===== src/rtl/bl_wl_bank_programmer_if.sv =====
// Bitstream word stream into the bl/wl bank programmer.
// The loader is the master and the programmer is the slave.
interface bl_wl_bank_programmer_if #(
    parameter int DATA_W = 8
);
    logic [DATA_W-1:0] din;
    logic              din_valid;
    logic              din_ready;

    modport master (output din, output din_valid, input din_ready);
    modport slave  (input din, input din_valid, output din_ready);
endinterface


===== src/rtl/bl_wl_bank_programmer.sv =====
// Programs one tile's config cells: each DATA_W-bit word is placed on its group of bit lines,
// then that group's word lines are pulsed. Bit i of bl/wl addresses config cell i.
module bl_wl_bank_programmer #(
    parameter int NUM_BITS  = 158,
    parameter int DATA_W    = 8,
    parameter int SETUP_CYC = 1,
    parameter int PULSE_CYC = 2,
    parameter int HOLD_CYC  = 1
) (
    input  logic                  prog_clk,
    input  logic                  pReset_n,
    input  logic                  start,
    bl_wl_bank_programmer_if.slave dq,
    output logic [NUM_BITS-1:0]   bl,
    output logic [NUM_BITS-1:0]   wl,
    output logic                  busy,
    output logic                  done
);
    localparam int NGRP  = (NUM_BITS + DATA_W - 1) / DATA_W;
    localparam int GRP_W = (NGRP > 1) ? $clog2(NGRP) : 1;
    localparam int TMAX  = (SETUP_CYC > PULSE_CYC)
                         ? ((SETUP_CYC > HOLD_CYC) ? SETUP_CYC : HOLD_CYC)
                         : ((PULSE_CYC > HOLD_CYC) ? PULSE_CYC : HOLD_CYC);
    localparam int TMR_W = $clog2(TMAX + 1);

    localparam logic [GRP_W-1:0] LAST_GRP  = GRP_W'(NGRP - 1);
    localparam logic [TMR_W-1:0] SETUP_END = TMR_W'(SETUP_CYC - 1);
    localparam logic [TMR_W-1:0] PULSE_END = TMR_W'(PULSE_CYC - 1);
    localparam logic [TMR_W-1:0] HOLD_END  = TMR_W'(HOLD_CYC - 1);

    typedef enum logic [2:0] {
        S_IDLE, S_ACCEPT, S_SETUP, S_PULSE, S_HOLD, S_DONE
    } state_t;

    state_t              state_q, state_d;
    logic [GRP_W-1:0]    grp_q, grp_d;
    logic [TMR_W-1:0]    timer_q, timer_d;
    logic [NUM_BITS-1:0] bl_q, bl_d;
    logic [NUM_BITS-1:0] wl_q, wl_d;
    logic                din_ready_q, din_ready_d;
    logic                busy_q, busy_d;
    logic                done_q, done_d;

    // grp_sel marks the cells of the current group; din_spread replicates the word across
    // every group so that masking with grp_sel lands din[j] on cell grp*DATA_W+j.
    logic [NUM_BITS-1:0] grp_sel;
    logic [NUM_BITS-1:0] din_spread;

    for (genvar i = 0; i < NUM_BITS; i++) begin : g_cell
        assign grp_sel[i]    = (grp_q == GRP_W'(i / DATA_W));
        assign din_spread[i] = dq.din[i % DATA_W];
    end

    always_comb begin
        state_d     = state_q;
        grp_d       = grp_q;
        timer_d     = timer_q;
        bl_d        = bl_q;
        wl_d        = wl_q;
        din_ready_d = din_ready_q;
        busy_d      = busy_q;
        done_d      = done_q;

        case (state_q)
            S_IDLE, S_DONE: begin
                if (start) begin
                    state_d = S_ACCEPT;
                    grp_d   = '0;
                    timer_d = '0;
                    busy_d  = 1'b1;
                    done_d  = 1'b0;
                end
            end
            S_ACCEPT: begin
                if (din_ready_q && dq.din_valid) begin
                    state_d     = S_SETUP;
                    din_ready_d = 1'b0;
                    bl_d        = din_spread & grp_sel;
                    timer_d     = '0;
                end else begin
                    din_ready_d = 1'b1;
                end
            end
            S_SETUP: begin
                if (timer_q == SETUP_END) begin
                    state_d = S_PULSE;
                    timer_d = '0;
                    wl_d    = grp_sel;
                end else begin
                    timer_d = timer_q + TMR_W'(1);
                end
            end
            S_PULSE: begin
                if (timer_q == PULSE_END) begin
                    state_d = S_HOLD;
                    timer_d = '0;
                    wl_d    = '0;
                end else begin
                    timer_d = timer_q + TMR_W'(1);
                end
            end
            S_HOLD: begin
                if (timer_q == HOLD_END) begin
                    timer_d = '0;
                    bl_d    = '0;
                    if (grp_q == LAST_GRP) begin
                        state_d = S_DONE;
                        busy_d  = 1'b0;
                        done_d  = 1'b1;
                    end else begin
                        state_d = S_ACCEPT;
                        grp_d   = grp_q + GRP_W'(1);
                    end
                end else begin
                    timer_d = timer_q + TMR_W'(1);
                end
            end
            default: begin
                state_d     = S_IDLE;
                bl_d        = '0;
                wl_d        = '0;
                din_ready_d = 1'b0;
                busy_d      = 1'b0;
                done_d      = 1'b0;
            end
        endcase
    end

    always_ff @(posedge prog_clk or negedge pReset_n) begin
        if (!pReset_n) begin
            state_q     <= S_IDLE;
            grp_q       <= '0;
            timer_q     <= '0;
            bl_q        <= '0;
            wl_q        <= '0;
            din_ready_q <= 1'b0;
            busy_q      <= 1'b0;
            done_q      <= 1'b0;
        end else begin
            state_q     <= state_d;
            grp_q       <= grp_d;
            timer_q     <= timer_d;
            bl_q        <= bl_d;
            wl_q        <= wl_d;
            din_ready_q <= din_ready_d;
            busy_q      <= busy_d;
            done_q      <= done_d;
        end
    end

    assign bl           = bl_q;
    assign wl           = wl_q;
    assign busy         = busy_q;
    assign done         = done_q;
    assign dq.din_ready = din_ready_q;
endmodule


===== src/flat_wrapper.sv =====
// flat-port wrapper written by rule: the top's interface ports become plain ports
module bl_wl_bank_programmer_flat 
#(
    parameter int NUM_BITS  = 158,
    parameter int DATA_W    = 8,
    parameter int SETUP_CYC = 1,
    parameter int PULSE_CYC = 2,
    parameter int HOLD_CYC  = 1
)
  (prog_clk, pReset_n, start, bl, wl, busy, done, dq_din, dq_din_valid, dq_din_ready);
  bl_wl_bank_programmer_if #(.DATA_W(DATA_W)) dq_i ();
  input  logic prog_clk;
  input  logic pReset_n;
  input  logic start;
  output logic [NUM_BITS-1:0] bl;
  output logic [NUM_BITS-1:0] wl;
  output logic busy;
  output logic done;
  input wire logic [$bits(dq_i.din)-1:0] dq_din;
  input wire logic [$bits(dq_i.din_valid)-1:0] dq_din_valid;
  output wire logic [$bits(dq_i.din_ready)-1:0] dq_din_ready;
  assign dq_i.din = dq_din;
  assign dq_i.din_valid = dq_din_valid;
  assign dq_din_ready = dq_i.din_ready;
  bl_wl_bank_programmer #(.NUM_BITS(NUM_BITS), .DATA_W(DATA_W), .SETUP_CYC(SETUP_CYC), .PULSE_CYC(PULSE_CYC), .HOLD_CYC(HOLD_CYC)) u_core (.prog_clk(prog_clk), .pReset_n(pReset_n), .start(start), .dq(dq_i), .bl(bl), .wl(wl), .busy(busy), .done(done));
endmodule

===== config.mk =====
export PLATFORM = sky130hd
export DESIGN_NAME = bl_wl_bank_programmer_flat
export DESIGN_NICKNAME = d
export VERILOG_FILES = /design/src/rtl/bl_wl_bank_programmer_if.sv /design/src/rtl/bl_wl_bank_programmer.sv /design/src/flat_wrapper.sv
export SDC_FILE = /design/constraint.sdc
export NUM_CORES = 1
export LEC_CHECK = 0
export ABC_AREA = 1
export BUFFER_PORTS_ARGS = -buffer_cell sky130_fd_sc_hd__buf_2
export CORE_ASPECT_RATIO = 0.6
export CORE_UTILIZATION = 45
export DETAILED_ROUTE_END_ITERATION = 8
export HOLD_SLACK_MARGIN = 0.02
export PLACE_DENSITY = 0.76
export SYNTH_ARGS = -nofsm -noshare
export SYNTH_HDL_FRONTEND = slang
export SYNTH_SLANG_ARGS = --single-unit

===== constraint.sdc =====
create_clock -name prog_clk -period 1.8 [get_ports prog_clk]
set_clock_uncertainty 0.1 [all_clocks]
set_input_delay 0.54 -clock prog_clk [delete_from_list [all_inputs] [get_ports prog_clk]]
set_output_delay 0.54 -clock prog_clk [all_outputs]
set_load 0.005 [all_outputs]

# After elaboration in Yosys (flattened, before gate mapping)
# Cells that the tools add are included.
[classes] muxes=32 bitwise_logic=4 n_addsub=2 eq_ne=32 reduce_logical=18
[op_table] operator="158-bit case mux with 3 select lines" count=2
[op_table] operator="158-bit two-way mux" count=4
[op_table] operator="158-bit bitwise AND" count=1
[op_table] operator="5-bit by 4-bit equality test with 1-bit output, second input constant" count=8
[op_table] operator="5-bit by 3-bit equality test with 1-bit output, second input constant" count=4
[op_table] operator="5-bit equality test, second input constant" count=4
[op_table] operator="3-bit two-way mux" count=6
[op_table] operator="5-bit two-way mux" count=3
[op_table] operator="3-bit case mux with 5 select lines" count=1
[op_table] operator="5-bit by 2-bit equality test with 1-bit output, second input constant" count=2
[op_table] operator="2-bit by 1-bit != test with 1-bit output, second input constant" count=5
[op_table] operator="5-bit case mux with 2 select lines" count=1
[op_table] operator="3-bit AND reduction" count=3
[op_table] operator="2-bit two-way mux" count=4
[op_table] operator="2-bit case mux with 4 select lines" count=1
[op_table] operator="4-bit AND reduction" count=2
[op_table] operator="4-bit OR reduction" count=2
[op_table] operator="1-bit two-way mux" count=7
[op_table] operator="3-bit by 2-bit equality test with 1-bit output, second input constant" count=2
[op_table] operator="3-bit equality test, second input constant" count=2
[op_table] operator="1-bit case mux with 3 select lines" count=2
[op_table] operator="5-bit by 1-bit adder with 5-bit output, second input constant" count=1
[op_table] operator="5-bit by 1-bit equality test with 1-bit output, second input constant" count=1
[op_table] operator="5-bit logical NOT" count=1
[op_table] operator="other kinds (15)" count=19
[word_totals] ff_bits=329 wordCells=96

# Logic depth before layout (Yosys ltp)
[logic_depth] depth_word=4 ltp_mapped=11

# Worst setup path before layout
# OpenSTA, ideal clock, no wires.
[synth_path] kind="reg2reg" from="register u_core.timer_q[0]" to="register u_core.bl_q[0] (netlist: u_core.bl[0])" setup_slack_ns=0.099 n_path_buf=2 stages_incl_launch_ff=12 t_required_ns=1.582 synth_period_minus_slack_ns=1.701 arrival_time_ns=1.483 path_cell_list="dfrtp_1 inv_1 ha_1 inv_1 nand3_2 nand2_1 nor2_4 inv_4 buf_6 buf_4 nand2_1 nand2_1"
[synth_via] elab_chain_len=3
[synth_lines] element="start: declaration" line="bl_wl_bank_programmer.sv:37" source="logic [TMR_W-1:0] timer_q, timer_d;"
[synth_lines] element="start signal: assignment" line="bl_wl_bank_programmer.sv:142" source="timer_q <= timer_d;"
[synth_lines] element="2-bit logical NOT" line="bl_wl_bank_programmer.sv:103" source="if (timer_q == HOLD_END) begin"
[synth_lines] element="2-bit by 1-bit != test with 1-bit output (no source line)"
[synth_lines] element="3-bit AND reduction (no source line)"
[synth_lines] element="end signal: assignment" line="bl_wl_bank_programmer.sv:143" source="bl_q <= bl_d;"
[synth_lines] element="end: declaration" line="bl_wl_bank_programmer.sv:38" source="logic [NUM_BITS-1:0] bl_q, bl_d;"
# Every way passes these cells.
# A chain may end at the register's enable or synchronous reset.

# Worst setup path in the final report
[layout_path] from="register u_core.timer_q[1]" to="register u_core.bl_q[129] (netlist: u_core.bl[129])"
# The elaborated chain is that of the path after synthesis.

==> results.json <==
{
  "layout-drive-gt1-share_pct": 39.5,
  "fmax_ghz": 0.515,
  "hpwl_mm": 18.4,
  "worstPathArrival_ns": 2.16,
  "finalPower_mw": 19.2,
  "dr.pass1.iters": 6,
  "finalNetCount": 1383,
  "clkTransAtPathRegs_ns": 0.08,
  "worst_pin_slew_ns": 0.777,
  "p_leak_nw": 7.57,
  "die_h_um": 113,
  "hold_path_end": "u_core.busy$_DFFE_PN0P_",
  "grt_setup_unrepaired": "yes",
  "status": "finished with violations",
  "grt_pass1_vias": 7452,
  "relSlewSlack_pct": 48.0,
  "cts_inserted_buffers": 17,
  "ys.flop_type": "dfrtp_1",
  "setup_violations": 159,
  "portBuffers": 330,
  "cts_sinks": 191,
  "drc_errors": 0,
  "r2r-end": "u_core.bl[129]$_DFFE_PN0P_",
  "diodes": 0,
  "maxCapViolCount": 0,
  "critPathKind": "reg2reg",
  "mostFrequentLayoutCells": "nand2_1, buf_2, dfrtp_1",
  "rows": 40,
  "wl_per_cell_um": 18.0,
  "synth_fa_ha_area_share_pct": 1.09,
  "grt_start_max_net_pins": 53,
  "min_from": "start",
  "vias": 8353,
  "syn_area_mm2": 0.00921,
  "worstRegToRegCells": 13,
  "p_sw_mw": 8.08,
  "synth_seq_cells": 191,
  "pwr-share-clk_pct": 20.2,
  "violations": "setup timing",
  "synth.mux.area_fraction_pct": 0,
  "ys_warn_count": 0,
  "seq_power_share_pct": 24.0,
  "r2r_start": "u_core.timer_q[1]$_DFFE_PN0P_",
  "core-area_mm2": 0.0200,
  "cts_tree": "done",
  "critPathRequiredTime_ns": 2.02,
  "synth-edff-count": 0,
  "h-tree-depth": 4,
  "final_antenna_net_count": 0,
  "cp-end-kind": "register",
  "period_share_pct": 108,
  "clk_latency_ns": 0.44,
  "grt_usage_pct": 25.9,
  "synth_async_sr_flop_share_pct": 100,
  "synthCells": 1096,
  "dieArea_mm2": 0.0211,
  "gp_congestion": 0.871,
  "ys_types": 24,
  "grt_pass1_wl_mm": 42.2,
  "initial_core_util_pct": 46.0,
  "crit_path_start_kind": "register",
  "min_period_ns": 1.94,
  "hp-class": "in2reg",
  "final_common_cell": "nand2_1",
  "syn2layout_area_growth_pct": 31.5,
  "synth_top_family_by_area": "simple AND/OR/NAND/NOR gates",
  "layout_setup_ws_ns": -0.143,
  "hold_depth": 3,
  "avgViaCountPerCell": 5.07,
  "yosysSeqAreaShare_pct": 51.9,
  "grt.overflow.total": 0,
  "synth_area_per_cell_um2": 8.40,
  "irDropWorstVdd_mv": 1.02,
  "antenna_found_initial": 0,
  "hold_viol": 0,
  "p_per_area_mw_per_mm2": 1580,
  "power_frac_comb_pct": 55.7,
  "clk_path_buf_depth": 2,
  "synth_compound_area_share_pct": 0.598,
  "io_pins": 331,
  "swShare_pct": 42.2,
  "finalMaxSlewViolations": 0,
  "worstPathMaxFanout": 11,
  "cts_root_buf": "clkbuf_16",
  "routed_wl_mm": 29.6,
  "synthSimpleGateAreaFrac_pct": 30.0,
  "r2r_setup_slack_ns": -0.14,
  "synth_xor_area_share_pct": 0,
  "p_int_mw": 11.1,
  "syn_nets": 1116,
  "die_w_um": 187,
  "drt_iter0_markers": 666,
  "fin_setup_tns_ns": -12.65
}
[worst max-delay path: stages, from the launching register on]
cell and delay, ns:
dfrtp_1 0.39, inv_2 0.09, ha_4 0.14, inv_2 0.04, buf_6 0.12, nand3_4 0.09
nand2_4 0.06, nor2_4 0.12, buf_6 0.11, buf_12 0.17, inv_8 0.09, buf_12 0.16
nand2_1 0.08, nand2_1 0.08
[through the flow]
step           cells  instance area, um2  setup slack (ns)  utilization [%]  hold slack, ns
2_1_floorplan   1096                9210            0.0992                -           0.144
3_3_place_gp    1581               10600            -0.173             52.8           0.352
3_5_place_dp    1581               10600            -0.249             52.8           0.357
4_1_cts         1624               11400           -0.0622             57.2           0.263
5_1_grt         1649               12100            -0.197             60.5           0.280
6_report        1649               12100            -0.143             60.5           0.285
[state kept, by name, indices dropped and copies added, names as in the netlist]
| name | count |
|---|---|
| u_core.bl | 158 |
| u_core.wl | 20 |
| u_core.grp_q | 5 |
| u_core.state_q | 3 |
| u_core.timer_q | 2 |
| u_core.busy | 1 |
| u_core.done | 1 |
| u_core.dq.din_ready | 1 |
[routing by layer]
metal	share of wire [%]	vias to the layer above	track usage, %
met4	1.1	0	6.56
met5	0	-	0
met3	9.6	26	6.27
met2	45	474	39.0
met1	44	3990	37.6
li1	-	3863	-
[Yosys cell counts (3+ instances only)]
cell      count  area, um2
buf_6         8       90.1
buf_2        27        135
inv_2         3       11.3
clkbuf_1      9       33.8
dfrtp_1     191       4780
buf_4       151       1130
inv_1        26       97.6
nand3_2       4       40.0
o21ai_0       3       15.0
nand4_1       7       43.8
nand3_1     169        846
nor2_1       38        143
ha_1          8        100
nand2_1     438       1640
[worst max path at each step]
stage | from | to | slack [ns] | cells past startpoint
6_report | u_core.timer_q[1]$_DFFE_PN0P_ | u_core.bl[129]$_DFFE_PN0P_ | -0.14 | 13
5_1_grt | u_core.timer_q[0]$_DFFE_PN0P_ | u_core.bl[129]$_DFFE_PN0P_ | -0.20 | 13
4_1_cts | u_core.timer_q[0]$_DFFE_PN0P_ | u_core.bl[147]$_DFFE_PN0P_ | -0.06 | 12
3_5_place_dp | u_core.timer_q[0]$_DFFE_PN0P_ | u_core.wl[151]$_DFFE_PN0P_ | -0.25 | 8
3_3_place_gp | u_core.timer_q[0]$_DFFE_PN0P_ | u_core.wl[151]$_DFFE_PN0P_ | -0.17 | 8
2_1_floorplan | u_core.timer_q[0]$_DFFE_PN0P_ | u_core.bl[0]$_DFFE_PN0P_ | 0.1 | 11
[logic make-up after synthesis]
| logic type | Yosys count |
|---|---|
| AOI/OAI and AO/OA | 9 |
| adders and majority gates | 8 |
| buffers and inverters | 226 |
| DFF | 191 |
| and+or+nand+nor | 662 |
[cell type report]
cell class | count | area, um2
Sequential cell | 191 | 4780
Timing Repair Buffer | 441 | 3070
Inverter | 30 | 141
Fill cell | 1726 | 7910
Clock inverter | 15 | 181
Clock buffer | 17 | 425
Timing Repair inverter | 3 | 33.8
Tap cell | 273 | 342
Multi-Input combinational cell | 679 | 3140
[power groups by stage]
stage	Clock, mW	Sequential, mW	Combinational, mW
5_1_grt	4.08	4.63	11.1
3_5_place_dp	0	4.69	6.20
2_1_floorplan	0	4.68	4.15
6_report	3.87	4.61	10.7
4_1_cts	3.91	4.61	7.49
3_3_place_gp	0	4.68	6.18
[timing repair]
item / in CTS / in global routing
setup endpoints to repair: 177 / 210
hold endpoints to repair: 30 / 0
resized for setup: 24 / 73
hold buffers: 1 / 0
pin swaps: 2 / 19
gates cloned: 5 / 18
buffers inserted: 5 / 8
Power figures use the tool's default switching activity.
